[config.mk]
export PLATFORM = sky130hd
export DESIGN_NAME = param_dual_port_ram_flat
export DESIGN_NICKNAME = d
export VERILOG_FILES = /design/src/rtl/param_dual_port_ram_pkg.sv /design/src/rtl/param_dual_port_ram_if.sv /design/src/rtl/param_dual_port_ram_dec.sv /design/src/rtl/param_dual_port_ram.sv /design/src/flat_wrapper.sv
export SDC_FILE = /design/constraint.sdc
export NUM_CORES = 1
export LEC_CHECK = 0
export BUFFER_PORTS_ARGS = -buffer_cell sky130_fd_sc_hd__buf_2
export CAP_MARGIN = 10
export CORE_MARGIN = 2
export CORE_UTILIZATION = 30
export CTS_CLUSTER_SIZE = 10
export DETAILED_ROUTE_END_ITERATION = 16
export GPL_TIMING_DRIVEN = 0
export PLACE_DENSITY_LB_ADDON = 0.15
export RECOVER_POWER = 50
export SETUP_SLACK_MARGIN = 0.2
export SLEW_MARGIN = 20
export SYNTH_ARGS = -nofsm -noshare
export SYNTH_HDL_FRONTEND = slang
export SYNTH_SLANG_ARGS = --single-unit
export TNS_END_PERCENT = 20
[constraint.sdc]
create_clock -name clk -period 2.2 [get_ports clk]
set_input_delay 0.33 -clock clk [delete_from_list [all_inputs] [get_ports clk]]
set_output_delay 0.33 -clock clk [all_outputs]
set_load 0.1 [all_outputs]
[src/rtl/param_dual_port_ram_pkg.sv]
// Shared definitions for the parametrised dual-port RAM: depth helper,
// read-during-write mode encoding and read-port control states.
package ram_pkg;

    typedef enum logic {
        RDW_OLD = 1'b0,
        RDW_NEW = 1'b1
    } rdw_mode_e;

    typedef enum logic {
        RD_IDLE  = 1'b0,
        RD_VALID = 1'b1
    } rd_state_e;

    function automatic int unsigned ram_depth(input int unsigned addr_w);
        return 32'd1 << addr_w;
    endfunction

endpackage

[src/rtl/param_dual_port_ram_if.sv]
// Write/read port bundle of the dual-port RAM; master drives requests,
// slave (the RAM) returns registered read data and its valid strobe.
interface param_dual_port_ram_if #(
    parameter int unsigned DATA_W = 4,
    parameter int unsigned ADDR_W = 2
);
    logic              wr_en;
    logic [ADDR_W-1:0] wr_addr;
    logic [DATA_W-1:0] wr_data;
    logic              rd_en;
    logic [ADDR_W-1:0] rd_addr;
    logic [DATA_W-1:0] rd_data;
    logic              rd_valid;

    modport master (
        output wr_en, wr_addr, wr_data, rd_en, rd_addr,
        input  rd_data, rd_valid
    );

    modport slave (
        input  wr_en, wr_addr, wr_data, rd_en, rd_addr,
        output rd_data, rd_valid
    );
endinterface

[src/rtl/param_dual_port_ram_dec.sv]
// N-to-2**N one-hot decoder with enable; drives the RAM word write selects.
module n_to_onehot_dec #(
    parameter int unsigned N = 2
) (
    input  logic [N-1:0]        x_in,
    input  logic                en,
    output logic [(2**N)-1:0]   y_out
);
    localparam int unsigned M = 32'd1 << N;

    always_comb begin
        y_out = '0;
        for (int unsigned i = 0; i < M; i++) begin
            y_out[i] = en && (x_in == N'(i));
        end
    end
endmodule

[src/rtl/param_dual_port_ram.sv]
// Flop-array RAM with one write and one independent read port; registered
// read data with a one-cycle valid strobe and optional write-to-read bypass.
module param_dual_port_ram
    import ram_pkg::*;
#(
    parameter int unsigned DATA_W = 4,
    parameter int unsigned ADDR_W = 2,
    parameter bit          BYPASS = 1'b1
) (
    input logic clk,
    input logic rst,
    param_dual_port_ram_if.slave bus
);
    localparam int unsigned DEPTH    = ram_depth(ADDR_W);
    localparam rdw_mode_e   RDW_MODE = rdw_mode_e'(BYPASS);

    logic [DEPTH-1:0]             w_wr_sel;
    logic [DEPTH-1:0][DATA_W-1:0] w_words;
    logic [DATA_W-1:0]            w_mem_rd;
    logic                         w_rdw_hit;
    logic [DATA_W-1:0]            w_rd_next;
    logic [DATA_W-1:0]            r_rd_data;
    rd_state_e                    r_rd_state;
    rd_state_e                    w_rd_state_nxt;

    n_to_onehot_dec #(.N(ADDR_W)) u_wr_dec (
        .x_in  (bus.wr_addr),
        .en    (bus.wr_en),
        .y_out (w_wr_sel)
    );

    for (genvar g = 0; g < DEPTH; g++) begin : g_word
        logic [DATA_W-1:0] r_word;

        always_ff @(posedge clk or posedge rst) begin
            if (rst) begin
                r_word <= '0;
            end else if (w_wr_sel[g]) begin
                r_word <= bus.wr_data;
            end
        end

        assign w_words[g] = r_word;
    end

    // Bypass only when the collision mode asks for the freshly written word.
    assign w_mem_rd  = w_words[bus.rd_addr];
    assign w_rdw_hit = (RDW_MODE == RDW_NEW) && bus.wr_en && bus.rd_en &&
                       (bus.wr_addr == bus.rd_addr);
    assign w_rd_next = w_rdw_hit ? bus.wr_data : w_mem_rd;

    always_ff @(posedge clk or posedge rst) begin
        if (rst) begin
            r_rd_data <= '0;
        end else if (bus.rd_en) begin
            r_rd_data <= w_rd_next;
        end
    end

    always_ff @(posedge clk or posedge rst) begin
        if (rst) begin
            r_rd_state <= RD_IDLE;
        end else begin
            r_rd_state <= w_rd_state_nxt;
        end
    end

    always_comb begin
        w_rd_state_nxt = RD_IDLE;
        if (bus.rd_en) begin
            w_rd_state_nxt = RD_VALID;
        end
    end

    assign bus.rd_data  = r_rd_data;
    assign bus.rd_valid = (r_rd_state == RD_VALID);
endmodule

[src/flat_wrapper.sv]
// flat-port wrapper written by rule: the top's interface ports become plain ports
module param_dual_port_ram_flat import ram_pkg::*;
#(
    parameter int unsigned DATA_W = 4,
    parameter int unsigned ADDR_W = 2,
    parameter bit          BYPASS = 1'b1
)
  (clk, rst, bus_wr_en, bus_wr_addr, bus_wr_data, bus_rd_en, bus_rd_addr, bus_rd_data, bus_rd_valid);
  param_dual_port_ram_if #(.DATA_W(DATA_W), .ADDR_W(ADDR_W)) bus_i ();
  input logic clk;
  input logic rst;
  input wire logic [$bits(bus_i.wr_en)-1:0] bus_wr_en;
  input wire logic [$bits(bus_i.wr_addr)-1:0] bus_wr_addr;
  input wire logic [$bits(bus_i.wr_data)-1:0] bus_wr_data;
  input wire logic [$bits(bus_i.rd_en)-1:0] bus_rd_en;
  input wire logic [$bits(bus_i.rd_addr)-1:0] bus_rd_addr;
  output wire logic [$bits(bus_i.rd_data)-1:0] bus_rd_data;
  output wire logic [$bits(bus_i.rd_valid)-1:0] bus_rd_valid;
  assign bus_i.wr_en = bus_wr_en;
  assign bus_i.wr_addr = bus_wr_addr;
  assign bus_i.wr_data = bus_wr_data;
  assign bus_i.rd_en = bus_rd_en;
  assign bus_i.rd_addr = bus_rd_addr;
  assign bus_rd_data = bus_i.rd_data;
  assign bus_rd_valid = bus_i.rd_valid;
  param_dual_port_ram #(.DATA_W(DATA_W), .ADDR_W(ADDR_W), .BYPASS(BYPASS)) u_core (.clk(clk), .rst(rst), .bus(bus_i));
endmodule
Word level (Yosys, flattened, before mapping)
Index checks and enable logic that the tools add are counted.
Widths: inputs -> output; s select.
Cells by class
  magnitude comparators: 1
  eq/ne operators: 4
  multiplexer cells: 4
  reduce and logical (&&, ||, !) cells: 7
Operator list (count)
  $bmux 4 s2: 1
  $mux 4: 2
  $logic_and 1x1->1: 6
  $eq 2x2->1 const B: 2
  $lt 2x3->1 const B: 1
  $eq 2x1->1 const B: 1
  $eq 2x2->1: 1
  $logic_not 2->1: 1
  $mux 1: 1
Word-level totals
  flip-flop bits (word level): 21
  input bits: 12
  output and inout bits: 5
  logic and storage cells: 22

Longest topological paths before layout
  depth in word-level cells: 3
  gate-level depth with buffers: 4
  mapped depth without buffers: 3

By module
Synthesis repeated with hierarchy kept, for this count alone.
Second synthesis, totals
  cells, all modules: 70
  area, all modules: 991.0 µm²
Modules (own cells, without submodules)
  param_dual_port_ram: instances 1, cells each 66, area each 953.4 µm², sequential area each 525.5 µm²
  n_to_onehot_dec: instances 1, cells each 4, area each 37.5 µm², sequential area each 0.0 µm²

Least setup slack after synthesis
Ideal clock, no wire load.
  path type: input port to flip-flop
  start: input port bus_wr_en
  end: register u_core.g_word[0].r_word[2]
  library setup time: 125 ps
  arrival time: 1146 ps
  required time: 2075 ps
  slack: 929 ps
  cell stages on the path: 4
  path buffers: 1
  cells stage by stage: buf_4 -> inv_2 -> nor3_2 -> mux2_2
Between the ends
  cells in the longest elaborated chain, start to end: 1
RTL lines
  from (decl): RTL line flat_wrapper.sv:12  | input wire logic [$bits(bus_i.wr_en)-1:0] bus_wr_en;
  $logic_and 1x1->1: RTL line param_dual_port_ram_dec.sv:14  | y_out[i] = en && (x_in == N'(i));
  to (signal assigned): RTL line param_dual_port_ram.sv:39  | r_word <= bus.wr_data;
  to (decl): RTL line param_dual_port_ram.sv:33  | logic [DATA_W-1:0] r_word;
Every way passes these cells.
A chain may end at the register's enable or synchronous reset.

Final worst setup path
  start: register u_core.r_rd_data[1] (netlist: u_core.bus.rd_data[1])
  end: output port bus_rd_data[1]
RTL lines
  from (decl): RTL line param_dual_port_ram.sv:22  | logic [DATA_W-1:0] r_rd_data;
  from (signal assigned): RTL line param_dual_port_ram.sv:56  | r_rd_data <= w_rd_next;
  to (decl): RTL line flat_wrapper.sv:17  | output wire logic [$bits(bus_i.rd_data)-1:0] bus_rd_data;
No word-level cell between the ends.

==> key figures <==
Outcome
  • Status: completed

Clocking
  • Clock tree buffer depth: 2
  • Setup bufs post-CTS: 0
  • Cts repair resizes: 0
  • Num CTS Buffers: 3
  • Root buf cell: clkbuf_4
  • Clock-pin slew on the worst setup and hold paths: 0.11 ns
  • CTS tree: done
  • H-tree levels: 1
  • Hold_buf cts: 0
  • Sinks on Clock Net: 21
  • Clk_lat worst skew: 0.30 ns

Floorplan
  • Initial Util: 31.94%
  • Io pins: 17
  • FP Rows: 20
  • Die ar.: 0.003779 mm²
  • Die Width: 61.48 µm
  • Height of the die: 61.48 µm
  • Total core area: 0.003103 mm²

Logic synthesis
  • Yosys warns: 0
  • Post-Synth XOR/XNOR Area: 3.535%
  • Cell count after synthesis: 71
  • Largest family of logic cells by synthesized area: multiplexers
  • Synthesized-area fraction occupied by adder cells: 0%
  • Mean Syn Cell Area: 13.96 µm²
  • Synth Cell Area: 991.0 µm²
  • Yosys reg bits: 21
  • Compound-Gate Fraction of Synth Area: 5.556%
  • Post-Synth Simple-Gate Area: 7.071%
  • Post-synthesis mux area share: 27.27%
  • Netlist cell types: 19
  • Post-synthesis sequential area ratio: 53.03%
  • Post-Syn Nets: 83

Global route
  • Busiest grt layer: met2
  • Met3 Resource Use GR: 3.992%
  • Initial antenna violation count: 0
  • Largest net degree at the start of global routing: 22
  • Met2 Usage GRT: 20.21%
  • Total GRT Usage: 11.51%
  • GRT met1 Usage: 13.53%
  • Vias in the first global route: 645
  • First-pass GRT wire length: 3077 µm
  • Total grt overflow: 0

Final layout
  • Final instance area: 0.001137 mm²
  • Layout area overhead: 14.77%
  • # nets final: 101
  • Filler cells: 337
  • Ant diodes: 0
  • Layout cell share with drive strength beyond 1: 39.77%
  • Non-Filler Instances: 132

Timing
  • Setup TNS: 0 ns
  • Setup-failing EPs final: 0
  • Max transition margin: 45.96%
  • Worst Clk Skew: 0.005537 ns
  • Slack of the critical path: 0.7755 ns
  • Fin. Hold Viols: 0
  • Final cycle utilization of the critical path: 64.75%
  • Fin. max-slew vios: 0
  • Unrepaired setup endpoints after global routing: no
  • Fmax: 702.0 MHz
  • Slew @ Worst Pin: 0.8097 ns
  • Tmin final: 1.425 ns

Hold path
  • Hold WC Path Type: primary input to flop
  • Hold_sp: bus_rd_en

Routing
  • DRC: 0
  • Drt pass-1 iters: 4
  • Vias per cell: 4.795
  • Post-DR wirelength/cell: 14.45 µm
  • DRT iter0 DRCs: 16
  • Total number of vias: 633
  • Routed Antenna Nets: 0
  • Routed Wire Length: 1907 µm

Placement
  • DP Worst Slack: 0.7364 ns
  • Routability cong.: 0.6939
  • Port buffer count: 13
  • Cell area after placement: 0.001111 mm²
  • DP HPWL: 1418 µm
  • Placed Instances: 128

Critical path
  • Element type at the critical path end: primary output
  • Worst-path fanout max: 2
  • Buf/Inv on CP: 1
  • WP data arrival: 1.09 ns
  • CP max-delay cell: buf_2
  • CP Launch Type: flop
  • Worst path max stage delay: 0.43 ns
  • Crit-path cells: buf_2
  • R2R Setup Slk: 1.00 ns
  • Reg-to-reg startpoint: u_core.g_word[3].r_word[3]
  • Data required time of the worst path: 1.87 ns
  • Critical Path Start: u_core.bus.rd_data[1]
  • Setup CP Type: flop to primary output
  • Delay-heaviest family, CP: buffers and inverters

Power
  • Peak VDD IR: 0.0004117 V
  • Power density cells: 856.4 mW/mm²
  • LEAKAGE: 0.4717 nW

Flow run
  • Max-cap violations: 0
-- layout make-up --
| cell class | instances | area, µm² | share of cell area (%) |
|---|---|---|---|
| Buffer | 4 | 27.53 | 2.420 |
| Clock buffer | 3 | 22.52 | 1.980 |
| Clock inverter | 1 | 5.005 | 0.4400 |
| Inverter | 2 | 7.507 | 0.6601 |
| Multi-Input combinational cell | 44 | 430.4 | 37.84 |
| Sequential cell | 21 | 525.5 | 46.20 |
| Tap cell | 44 | 55.05 | 4.840 |
| Timing Repair Buffer | 13 | 63.81 | 5.611 |
-- path summary, 6_finish.rpt --
| check | to | depth (start not counted) |
|---|---|---|
| max in group asynchronous | u_core.bus.rd_data[3] | 2 |
| hold / removal | u_core.bus.rd_valid | 1 |
| setup / recovery | bus_rd_data[1] | 1 |
| hold reg to reg | u_core.g_word[0].r_word[3] | 1 |
| min in group asynchronous | u_core.g_word[2].r_word[0] | 2 |
| setup reg to reg | u_core.bus.rd_data[3] | 3 |
-- per-layer routing --
layer / wire length, µm / part of all wire (%)
met3: 79 / 4.1
met1: 888 / 47
met4: 21 / 1.1
met2: 917 / 48
met5: 0 / 0
-- cell usage after synthesis --
master | instances | area [µm²]
nand3_1 | 1 | 5.000
inv_1 | 1 | 3.750
xor2_1 | 2 | 17.52
inv_2 | 1 | 3.750
nor3_2 | 1 | 10.01
mux2_2 | 10 | 112.6
xnor2_1 | 2 | 17.52
dfrtp_1 | 21 | 525.5
o31ai_1 | 4 | 30.03
mux2_1 | 6 | 67.56
buf_1 | 1 | 3.750
nor2_1 | 4 | 15.01
buf_2 | 1 | 5.000
mux4_2 | 4 | 90.09
nand3b_1 | 2 | 15.01
buf_4 | 1 | 7.510
buf_6 | 1 | 11.26
nand4_1 | 4 | 25.02
a31oi_1 | 4 | 25.02
-- state kept, by name, indices dropped and copies added, names as in the netlist --
signal,flops
u_core.bus.rd_valid,1
u_core.bus.rd_data,4
u_core.g_word.r_word,16
-- power by group --
group / internal [W] / switching [W] / leakage [nW]
logic: 0.000103 / 0.000197 / 0.207
clock network: 0.0000679 / 0.000118 / 0.0177
registers: 0.000457 / 0.0000315 / 0.247
total: 0.000628 / 0.000346 / 0.472
-- cells in the final DEF (no fill, tap or decap), drive strengths merged --
cell type / count
clkinv: 1
a31oi: 4
nand3: 1
mux4: 4
clkbuf: 4
xnor2: 2
nand3b: 2
nand4: 4
inv: 2
xor2: 2
nor2: 4
mux2: 16
buf: 16
nor3: 1
dfrtp: 21
o31ai: 4
-- logic make-up (layout without fill, tap and decap cells) --
kind of cell,count (synthesis),after routing
mux,20,20
flops,21,21
xor+xnor,4,4
compound gates,8,8
simple gates,12,12
buf+inv,6,23
-- per-stage QoR --
stage	hold slack [ns]	utilization [%]	total power (W)
final	0.1369	36.65	0.0009741
after global routing	0.1248	36.65	0.001027
after CTS	0.1319	36.69	0.0009866
after detailed placement	0.4521	35.81	0.0008000
after global placement	0.4549	35.81	0.0007933
after floorplan	0.3065	-	0.0007369
Power figures use the tool's default switching activity.
